[config.mk]
export PLATFORM = sky130hd
export DESIGN_NAME = fetch_ctrl_flat
export DESIGN_NICKNAME = d
export VERILOG_FILES = /design/src/rtl/fetch_pkg.sv /design/src/rtl/fetch_ctrl_if.sv /design/src/rtl/fetch_redirect_buf.sv /design/src/rtl/fetch_ctrl.sv /design/src/flat_wrapper.sv
export SDC_FILE = /design/constraint.sdc
export NUM_CORES = 1
export LEC_CHECK = 0
export CORE_AREA = 2 2 96 52
export CTS_CLUSTER_SIZE = 28
export DETAILED_ROUTE_END_ITERATION = 8
export DIE_AREA = 0 0 98 54
export GPL_TIMING_DRIVEN = 0
export PLACE_DENSITY = 0.88
export SKIP_LAST_GASP = 1
export SYNTH_ARGS = -nofsm -noshare
export SYNTH_HDL_FRONTEND = slang
export SYNTH_SLANG_ARGS = --single-unit
export TNS_END_PERCENT = 1
[constraint.sdc]
create_clock -name CLK -period 1.8 [get_ports CLK]
set_clock_uncertainty 0.05 [all_clocks]
set_input_delay 0.27 -clock CLK [delete_from_list [all_inputs] [get_ports CLK]]
set_output_delay 0.27 -clock CLK [all_outputs]
set_load 0.05 [all_outputs]
[src/rtl/fetch_pkg.sv]
// Shared definitions for the fetch sequencing controller: state encoding,
// PC width, drain counter width and the default boot vector.
package fetch_pkg;
    localparam int PC_W  = 32;
    localparam int CNT_W = 3;

    localparam logic [1:0] BOOT      = 2'd0;
    localparam logic [1:0] RUN       = 2'd1;
    localparam logic [1:0] SYS_DRAIN = 2'd2;

    localparam logic [PC_W-1:0] RESET_PC_DEF = 32'hBFC00000;

    typedef enum logic [1:0] {
        ST_BOOT      = BOOT,
        ST_RUN       = RUN,
        ST_SYS_DRAIN = SYS_DRAIN
    } state_e;
endpackage

[src/rtl/fetch_ctrl_if.sv]
// Control bundle between hazard/branch logic, the fetch controller and the fetch stage.
// Perf counter outputs exist only when FETCH_CTRL_PERF_EN is defined.
interface fetch_ctrl_if import fetch_pkg::*; ();
    logic              hazard_stall;
    logic              imem_ready;
    logic              branch_req;
    logic [PC_W-1:0]   branch_target;
    logic              syscall_det;
    logic              if_stall;
    logic              if_req_alt;
    logic [PC_W-1:0]   if_alt_pc;
    logic              if_flush;
    logic              sys_active;
    logic [CNT_W-1:0]  sys_count;
`ifdef FETCH_CTRL_PERF_EN
    logic [31:0]       perf_stall_cyc;
    logic [31:0]       perf_redirects;
    logic [15:0]       perf_dropped;

    modport master (
        input  hazard_stall, imem_ready, branch_req, branch_target, syscall_det,
        output if_stall, if_req_alt, if_alt_pc, if_flush, sys_active, sys_count,
        output perf_stall_cyc, perf_redirects, perf_dropped
    );
    modport slave (
        output hazard_stall, imem_ready, branch_req, branch_target, syscall_det,
        input  if_stall, if_req_alt, if_alt_pc, if_flush, sys_active, sys_count,
        input  perf_stall_cyc, perf_redirects, perf_dropped
    );
`else
    modport master (
        input  hazard_stall, imem_ready, branch_req, branch_target, syscall_det,
        output if_stall, if_req_alt, if_alt_pc, if_flush, sys_active, sys_count
    );
    modport slave (
        output hazard_stall, imem_ready, branch_req, branch_target, syscall_det,
        input  if_stall, if_req_alt, if_alt_pc, if_flush, sys_active, sys_count
    );
`endif
endinterface

[src/rtl/fetch_redirect_buf.sv]
// One-entry redirect buffer: accepts a branch target when idle and presents it
// for exactly one cycle; branches arriving during presentation are dropped.
module fetch_redirect_buf import fetch_pkg::*; #(
    parameter logic [PC_W-1:0] RESET_PC = RESET_PC_DEF
) (
    input  logic            clk_i,
    input  logic            rst_i,
    input  logic            en_i,
    input  logic            branch_req_i,
    input  logic [PC_W-1:0] branch_target_i,
    output logic            pend_valid_o,
    output logic [PC_W-1:0] pend_pc_o,
    output logic            accept_o,
    output logic            drop_o
);
    logic            pend_valid_q, pend_valid_d;
    logic [PC_W-1:0] pend_pc_q, pend_pc_d;

    assign accept_o = branch_req_i & en_i & ~pend_valid_q;
    assign drop_o   = branch_req_i & ~accept_o;

    // Presentation never waits on the stall: the entry self-clears after one cycle.
    always_comb begin
        pend_valid_d = accept_o;
        pend_pc_d    = pend_pc_q;
        if (accept_o) begin
            pend_pc_d = branch_target_i;
        end
    end

    always_ff @(posedge clk_i) begin
        if (rst_i) begin
            pend_valid_q <= 1'b0;
            pend_pc_q    <= RESET_PC;
        end else begin
            pend_valid_q <= pend_valid_d;
            pend_pc_q    <= pend_pc_d;
        end
    end

    assign pend_valid_o = pend_valid_q;
    assign pend_pc_o    = pend_pc_q;
endmodule

[src/rtl/fetch_ctrl.sv]
// Fetch-stage sequencing controller: boot vector load, branch redirects and syscall drain.
// Optional perf counters are built when FETCH_CTRL_PERF_EN is defined.
module fetch_ctrl import fetch_pkg::*; #(
    parameter int              SYS_DRAIN_CYC = 3,
    parameter logic [PC_W-1:0] RESET_PC      = RESET_PC_DEF
) (
    input  logic         CLK,
    input  logic         RESET,
    fetch_ctrl_if.master bus
);
    localparam logic [CNT_W-1:0] CNT_MAX = CNT_W'(SYS_DRAIN_CYC - 1);

    state_e           state_q, state_d;
    logic             boot_q, boot_d;
    logic [CNT_W-1:0] cnt_q, cnt_d;
    logic             act_q, act_d;

    logic             pend_valid;
    logic [PC_W-1:0]  pend_pc;
    logic             accept;
    logic             drop;
    logic             stall;

    function automatic logic [CNT_W-1:0] sat_inc(input logic [CNT_W-1:0] v);
        return (v >= CNT_MAX) ? CNT_MAX : v + CNT_W'(1);
    endfunction

    fetch_redirect_buf #(.RESET_PC(RESET_PC)) u_redir (
        .clk_i           (CLK),
        .rst_i           (RESET),
        .en_i            (state_q != ST_BOOT),
        .branch_req_i    (bus.branch_req),
        .branch_target_i (bus.branch_target),
        .pend_valid_o    (pend_valid),
        .pend_pc_o       (pend_pc),
        .accept_o        (accept),
        .drop_o          (drop)
    );

    // BOOT spends its first post-reset cycle arming boot_q, then presents the vector.
    always_comb begin
        state_d = state_q;
        boot_d  = 1'b0;
        cnt_d   = cnt_q;
        act_d   = act_q;
        case (state_q)
            ST_BOOT: begin
                if (boot_q) begin
                    state_d = ST_RUN;
                end else begin
                    boot_d = 1'b1;
                end
            end
            ST_RUN: begin
                if (bus.syscall_det && !bus.hazard_stall) begin
                    state_d = ST_SYS_DRAIN;
                    cnt_d   = '0;
                    act_d   = 1'b1;
                end
            end
            ST_SYS_DRAIN: begin
                if (bus.imem_ready) begin
                    if (cnt_q == CNT_MAX) begin
                        state_d = ST_RUN;
                        cnt_d   = '0;
                        act_d   = 1'b0;
                    end else begin
                        cnt_d = sat_inc(cnt_q);
                    end
                end
            end
            default: begin
                state_d = ST_BOOT;
            end
        endcase
    end

    always_ff @(posedge CLK) begin
        if (RESET) begin
            state_q <= ST_BOOT;
            boot_q  <= 1'b0;
            cnt_q   <= '0;
            act_q   <= 1'b0;
        end else begin
            state_q <= state_d;
            boot_q  <= boot_d;
            cnt_q   <= cnt_d;
            act_q   <= act_d;
        end
    end

    assign stall          = RESET | bus.hazard_stall | ~bus.imem_ready | (state_q != ST_RUN);
    assign bus.if_stall   = stall;
    assign bus.if_req_alt = boot_q | pend_valid;
    assign bus.if_alt_pc  = pend_pc;
    assign bus.if_flush   = pend_valid | ((state_q == ST_SYS_DRAIN) && (cnt_q == CNT_MAX));
    assign bus.sys_active = act_q;
    assign bus.sys_count  = cnt_q;

`ifdef FETCH_CTRL_PERF_EN
    logic [31:0] perf_stall_q;
    logic [31:0] perf_redir_q;
    logic [15:0] perf_drop_q;

    always_ff @(posedge CLK) begin
        if (RESET) begin
            perf_stall_q <= '0;
            perf_redir_q <= '0;
            perf_drop_q  <= '0;
        end else begin
            if (stall && (state_q == ST_RUN)) begin
                perf_stall_q <= perf_stall_q + 32'd1;
            end
            if (accept) begin
                perf_redir_q <= perf_redir_q + 32'd1;
            end
            if (drop) begin
                perf_drop_q <= perf_drop_q + 16'd1;
            end
        end
    end

    assign bus.perf_stall_cyc = perf_stall_q;
    assign bus.perf_redirects = perf_redir_q;
    assign bus.perf_dropped   = perf_drop_q;
`else
    logic unused_perf;
    assign unused_perf = accept ^ drop;
`endif
endmodule

[src/flat_wrapper.sv]
// flat-port wrapper written by rule: the top's interface ports become plain ports
module fetch_ctrl_flat import fetch_pkg::*;
#(
    parameter int              SYS_DRAIN_CYC = 3,
    parameter logic [PC_W-1:0] RESET_PC      = RESET_PC_DEF
)
  (CLK, RESET, bus_hazard_stall, bus_imem_ready, bus_branch_req, bus_branch_target, bus_syscall_det, bus_if_stall, bus_if_req_alt, bus_if_alt_pc, bus_if_flush, bus_sys_active, bus_sys_count);
  fetch_ctrl_if bus_i ();
  input  logic CLK;
  input  logic RESET;
  input wire logic [$bits(bus_i.hazard_stall)-1:0] bus_hazard_stall;
  input wire logic [$bits(bus_i.imem_ready)-1:0] bus_imem_ready;
  input wire logic [$bits(bus_i.branch_req)-1:0] bus_branch_req;
  input wire logic [$bits(bus_i.branch_target)-1:0] bus_branch_target;
  input wire logic [$bits(bus_i.syscall_det)-1:0] bus_syscall_det;
  output wire logic [$bits(bus_i.if_stall)-1:0] bus_if_stall;
  output wire logic [$bits(bus_i.if_req_alt)-1:0] bus_if_req_alt;
  output wire logic [$bits(bus_i.if_alt_pc)-1:0] bus_if_alt_pc;
  output wire logic [$bits(bus_i.if_flush)-1:0] bus_if_flush;
  output wire logic [$bits(bus_i.sys_active)-1:0] bus_sys_active;
  output wire logic [$bits(bus_i.sys_count)-1:0] bus_sys_count;
  assign bus_i.hazard_stall = bus_hazard_stall;
  assign bus_i.imem_ready = bus_imem_ready;
  assign bus_i.branch_req = bus_branch_req;
  assign bus_i.branch_target = bus_branch_target;
  assign bus_i.syscall_det = bus_syscall_det;
  assign bus_if_stall = bus_i.if_stall;
  assign bus_if_req_alt = bus_i.if_req_alt;
  assign bus_if_alt_pc = bus_i.if_alt_pc;
  assign bus_if_flush = bus_i.if_flush;
  assign bus_sys_active = bus_i.sys_active;
  assign bus_sys_count = bus_i.sys_count;
  fetch_ctrl #(.SYS_DRAIN_CYC(SYS_DRAIN_CYC), .RESET_PC(RESET_PC)) u_core (.CLK(CLK), .RESET(RESET), .bus(bus_i));
endmodule
==> flow_metrics.tcl, run 1 <==
set metrics [dict create \
    status "finished with violations" \
    violations "negative setup slack" \
    ys_seq_area_frac 0.457 \
    drt-total-wl_um 5200 \
    cp-end-kind "primary output" \
    routed-wl-met3_um 474 \
    synth.cell_area_mm2 0.00175 \
    multi_input_area_um2 836 \
    synthAdderAreaFrac 0.0143 \
    die_h_um 54 \
    via_per_inst 5.46 \
    reg2reg_slack_ns 0.40 \
    path_cells "clkdlybuf4s50_1" \
    wl_met2_um 2180 \
    first_pass_iters 4 \
    drv_cap 0 \
    critical_path_required_ns 1.48 \
    drt-met1-wl_um 2490 \
    area_growth_syn_to_layout_pct 54.2 \
    port_buffers 75 \
    synth_warnings 0 \
    htreeDepth 2 \
    worstSetupPathType "register to primary output" \
    ctsLongestPathBuffers 2 \
    cpPeakStageDelay_ns 0.84 \
    min_to "u_core.bus.sys_count[2]$_SDFFE_PP0P_" \
    worstReg2RegStart "u_core.u_redir.pend_valid_o$_SDFF_PP0_" \
    die-area_mm2 0.00529 \
    layout_common_cells "71 x clkdlybuf4s50_1, 39 x dfxtp_1, 27 x a21oi_1, 23 x o2111ai_1, 23 x o21ai_1" \
    drive_gt1_frac 0.0952 \
    layout_commonest_cell "clkdlybuf4s50_1" \
    synthSimpleGateAreaFrac 0.0914 \
    worst_setup_path_start_kind "register" \
    synthMuxAreaShare 0 \
    grt_antenna_before_repair 0 \
    pre_cts_ws_ns -0.377 \
    gp_congestion 0.857 \
    power_density_mw_per_mm2 908 \
    cts_buffers 5 \
    syn-num-nets 231 \
    post-cts-setup-buffers 0 \
    syn-mean-instance-area_um2 9.18 \
    hold_start "RESET" \
    grt-ovfl-total 0 \
    drv_slew 0 \
    vias 1817 \
    cts_sinks 40 \
    stdcell_count 333 \
    holdWs_ns 0.389 \
    final-hold-violation-count 0 \
    grt_pass1_wl_um 8390 \
    io_pins 77 \
    fin_crit_ns 1.87 \
    die_w_um 98 \
    synth_compound_gate_area_share 0.368 \
    fmax_mhz 536 \
    crit_fanout 5 \
    drt_iter0_drc 117 \
    critPathSlowestCell "clkdlybuf4s50_1" \
    period_share 1.04 \
    synth_xor_area_frac 0 \
    wl_per_cell_um 15.6 \
    setup_ws_ns -0.0669 \
    rr_worst_depth 5 \
    cp.arrival_ns 1.55 \
    clk_latency_ns 0.29 \
    place_hpwl_um 3930 \
    rows 18 \
    fillers 404 \
    syn_inst 191 \
    path_clk_slew_ns 0.07 \
    setup_viol 3 \
    crit_family "buffers and inverters" \
    slew_headroom 0.638 \
    peakVddDrop_v 0.000493 \
    rsz0062_at_grt "yes" \
    synth_top_family_by_area "compound AO/OA/AOI/OAI gates" \
    hp-class "input pin to register" \
    cts_tree "built" \
    grt_max_degree 13 \
    start_util 0.383 \
    fin_util 0.591 \
    drc 0 \
    synth_cell_types 33 \
    r2r_end "u_core.u_redir.pend_pc_o[22]$_SDFFE_PP1P_" \
    p_leak_nw 0.933 \
    ant_nets 0 \
    routed.top_layer "met4" \
    n_antenna_cell 0 \
    numPlacedInstances 326 \
    regArea_um2 802 \
    core_area_mm2 0.00457 \
    worst-path-buf-inv 1 \
    fin_nets 312 \
    grt_use_total 0.205 \
    yosys_register_bits 40 \
    cts_root_buf "clkbuf_8" \
    min_path_cells 3 \
    worst-slew-pin-transition_ns 0.543 \
    grt_pass1_vias 1726 \
]
-- registers in the layout, summed over array words and instances (netlist names) --
name                         count
u_core.bus.sys_active            1
u_core.state_q                   2
u_core.bus.sys_count             3
u_core.u_redir.pend_valid_o      1
u_core.u_redir.pend_pc_o        32
u_core.boot_q                    1
-- area by class of cell --
cell class,instances,area share
flip-flops and latches,40,0.297
clock inverters,1,0.0111
inverters,5,0.00694
repair buffers,75,0.275
multi-input cells,124,0.309
well taps,60,0.0278
plain buffers,21,0.0375
clock buffers,7,0.0356
-- synthesized netlist by cell type --
cell	instances	area, um^2
a211o_1	9	78.8
a21oi_1	27	135
a221oi_1	1	8.76
a22o_1	1	8.76
a31o_1	1	8.76
and3b_1	2	17.5
buf_2	11	55.1
buf_6	1	11.3
clkbuf_1	10	37.5
dfxtp_1	40	801
ha_1	2	25.0
inv_1	5	18.8
nand2_1	4	15.0
nand2b_1	2	12.5
nand3_1	2	10.0
nand3b_1	2	15.0
nand4b_1	1	8.76
nand4bb_1	1	11.3
nor2_1	1	3.75
nor2_2	2	12.5
nor2b_1	1	6.26
nor3_1	2	10.0
nor4_1	1	6.26
nor4b_1	1	8.76
nor4bb_1	1	10.0
o2111ai_1	23	201
o21a_1	9	67.6
o21ai_0	1	5.00
o21ai_1	23	115
o21bai_1	1	7.51
o31ai_1	1	7.51
or2_2	1	6.26
or3_1	1	6.26
-- layer usage --
metal  global-route usage  up-vias
li1                     -      901
met1                0.275      823
met2                0.317       87
met3               0.0701        6
met4               0.0625        0
met5                    0        -
-- cell families (layout without fill, tap and decap cells) --
logic type               Yosys count  in the layout
AO/OA/AOI/OAI                     97             97
flip-flops                        40             40
buffers and inverters             27            109
AND/OR/NAND/NOR                   25             25
adder cells (fa/ha/maj)            2              2
-- power breakdown --
part           total (W)  switching (W)  internal [W]
sequential      0.000986      0.0000391      0.000947
combinational   0.000681       0.000416      0.000265
clock           0.000787       0.000298      0.000489
total            0.00245       0.000754       0.00170
-- per-stage QoR --
step,power (W),setup TNS [ns],cell area (um^2)
after floorplan,0.00142,0,1750
final,0.00245,-0.0921,2700
after detailed placement,0.00168,-0.918,2580
after global placement,0.00168,-0.906,2580
after global routing,0.00256,-0.587,2700
after CTS,0.00247,-0.471,2710
-- repair_timing --
item,in CTS,in global routing
gates cloned,0,0
hold buffers,0,0
setup endpoints to repair,7,18
resized for setup,11,5
-- worst max-delay path by stage --
stage | cells past startpoint | slack, ns | to | startpoint
final | 1 | -0.07 | bus_sys_count[1] | u_core.bus.sys_count[1]$_SDFFE_PP0P_
after global routing | 4 | -0.13 | bus_if_stall | u_core.state_q[1]$_SDFFE_PP0P_
after CTS | 4 | -0.15 | bus_if_flush | u_core.state_q[0]$_SDFFE_PP0P_
after detailed placement | 5 | -0.38 | bus_if_stall | u_core.state_q[1]$_SDFFE_PP0P_
after global placement | 5 | -0.42 | bus_if_stall | u_core.state_q[1]$_SDFFE_PP0P_
after floorplan | 2 | 0.05 | bus_if_flush | u_core.bus.sys_count[1]$_SDFFE_PP0P_
Power figures use the tool's default switching activity.
==> inputs of run 2 (changes only) <==
CORE_AREA = 2 2 79 43   (was 2 2 96 52)
DIE_AREA = 0 0 81 45   (was 0 0 98 54)
DONT_BUFFER_PORTS = 1   (was unset)
SLEW_MARGIN = 20   (was unset)
==> run 2 against run 1 <==
The flow now finishes without violations. Flip-flop and latch count stayed put. Non-clock buffer count is 75 lower. Wire length fell by 15%. Combinational power shrank 54%. Largest power group unchanged. Highest routed layer unchanged.
==> flow_metrics.tcl, run 2 (same netlist as run 1, synthesis figures left out) <==
set metrics [dict create \
    power_density_mw_per_mm2 1130 \
    fmax_mhz 567 \
    wl_per_cell_um 18.5 \
    die_h_um 45 \
    hold_start "bus_branch_target[31]" \
    via_per_inst 6.68 \
    htreeDepth 2 \
    grt_pass1_wl_um 6980 \
    layout_commonest_cell "dfxtp_1" \
    worstReg2RegStart "u_core.bus.sys_count[0]$_SDFFE_PP0P_" \
    grt_pass1_vias 1475 \
    reg2reg_slack_ns 0.24 \
    power_w 0.00220 \
    p_leak_nw 0.633 \
    place_hpwl_um 3140 \
    rr_worst_depth 5 \
    fin_util 0.671 \
    grt_antenna_before_repair 0 \
    cp-end-kind "primary output" \
    fin_nets 237 \
    die-area_mm2 0.00365 \
    critical_path_required_ns 1.48 \
    worst_setup_path_start_kind "register" \
    clk_latency_ns 0.30 \
    path_clk_slew_ns 0.07 \
    io_pins 77 \
    regArea_um2 810 \
    start_util 0.603 \
    fillers 257 \
    rows 14 \
    die_w_um 81 \
    ant_nets 0 \
    path_cells "inv_1, ha_1, a31o_4" \
    numPlacedInstances 231 \
    rsz0062_at_grt "yes" \
    cp.arrival_ns 1.44 \
    grt_max_degree 20 \
    largest_register_ffs 32 \
    hp-class "input pin to register" \
    grt-ovfl-total 0 \
    period_share 0.979 \
    cts_buffers 5 \
    port_buffers 0 \
    vias 1591 \
    fin_setup_tns_ns 0 \
    setup_viol 0 \
    worst-slew-pin-transition_ns 0.537 \
    cpPeakStageDelay_ns 0.46 \
    drv_cap 0 \
    startpoint "u_core.bus.sys_count[0]$_SDFFE_PP0P_" \
    drt-total-wl_um 4400 \
    n_antenna_cell 0 \
    cts_tree "built" \
    gp_congestion 0.815 \
    drv_slew 0 \
    peakVddDrop_v 0.000607 \
    grt_use_total 0.260 \
    core_area_mm2 0.00291 \
    layout_common_cells "37 x dfxtp_1, 27 x a21oi_1, 23 x o2111ai_1, 23 x o21ai_1, 11 x clkbuf_1" \
    final-hold-violation-count 0 \
    min_path_cells 1 \
    status "completed" \
    cts_sinks 40 \
    cts_root_buf "clkbuf_8" \
    drt_iter0_drc 67 \
    slew_headroom 0.641 \
    first_pass_iters 4 \
    area_growth_syn_to_layout_pct 11.3 \
    stdcell_count 238 \
    ctsLongestPathBuffers 2 \
    fin_crit_ns 1.76 \
    critPathSlowestCell "dfxtp_4" \
    multi_input_area_um2 861 \
    worstSetupPathType "register to primary output" \
    crit_fanout 5 \
    drc 0 \
    drive_gt1_frac 0.136 \
]
## run 2: changes by cell type in the layout (fill, tap and decap cells not counted), moves of 2 or more
| cell | delta |
|---|---|
| dfxtp_1 | -2 |
| clkbuf_8 | -2 |
| clkdlybuf4s50_1 | -71 |
| dfxtp_4 | +2 |
| buf_2 | -2 |
## run 2: area by class of cell
type                       instances  area share
buffer                            21      0.0532
inverter                           5     0.00962
clock buffer                       6      0.0372
tap                               40      0.0257
multi-input combinational        124       0.441
sequential                        40       0.415
clock inverter                     2      0.0180
## run 2: per-stage QoR
step	setup WS [ns]	area, um^2	hold WS (ns)
floorplan	0.0491	1750	0.338
global route	-0.00771	1950	0.0270
detailed placement	-0.0640	1800	0.342
finish	0.0370	1950	0.0344
CTS	-0.0433	1940	0.0382
global placement	-0.0203	1800	0.338
## run 2: timing repair
action	in CTS	in global routing
hold buffers	0	0
cloned	0	0
setup buffers	0	0
pin swaps	2	0
resized for setup	10	3
endpoints found under the setup margin	3	2
## run 2: worst max-delay path: cells and delay by family, from the launching register on
family	cells	cell delay (ns)
flops	1	0.46
compound gates	1	0.32
fa+ha+maj	1	0.28
buf+inv	1	0.09
## run 2: per-layer routing
metal | track usage | share of wire | up-vias
met5 | 0 | 0 | -
met4 | 0.0983 | 0.020 | 0
met3 | 0.0940 | 0.097 | 10
met2 | 0.441 | 0.46 | 71
met1 | 0.309 | 0.42 | 757
li1 | - | - | 753
## run 2: power by group
part	internal [W]	total [W]	switching, W
Combinational	0.000114	0.000310	0.000197
Sequential	0.000943	0.00117	0.000226
Clock	0.000411	0.000723	0.000312
Total	0.00147	0.00220	0.000735
## run 2: path summary, 6_finish.rpt
| kind | endpoint |
|---|---|
| min reg2reg | u_core.boot_q$_SDFF_PP0_ |
| min | u_core.u_redir.pend_pc_o[31]$_SDFFE_PP1P_ |
| max reg2reg | u_core.bus.sys_active$_SDFFE_PP0P_ |
| max | bus_if_flush |
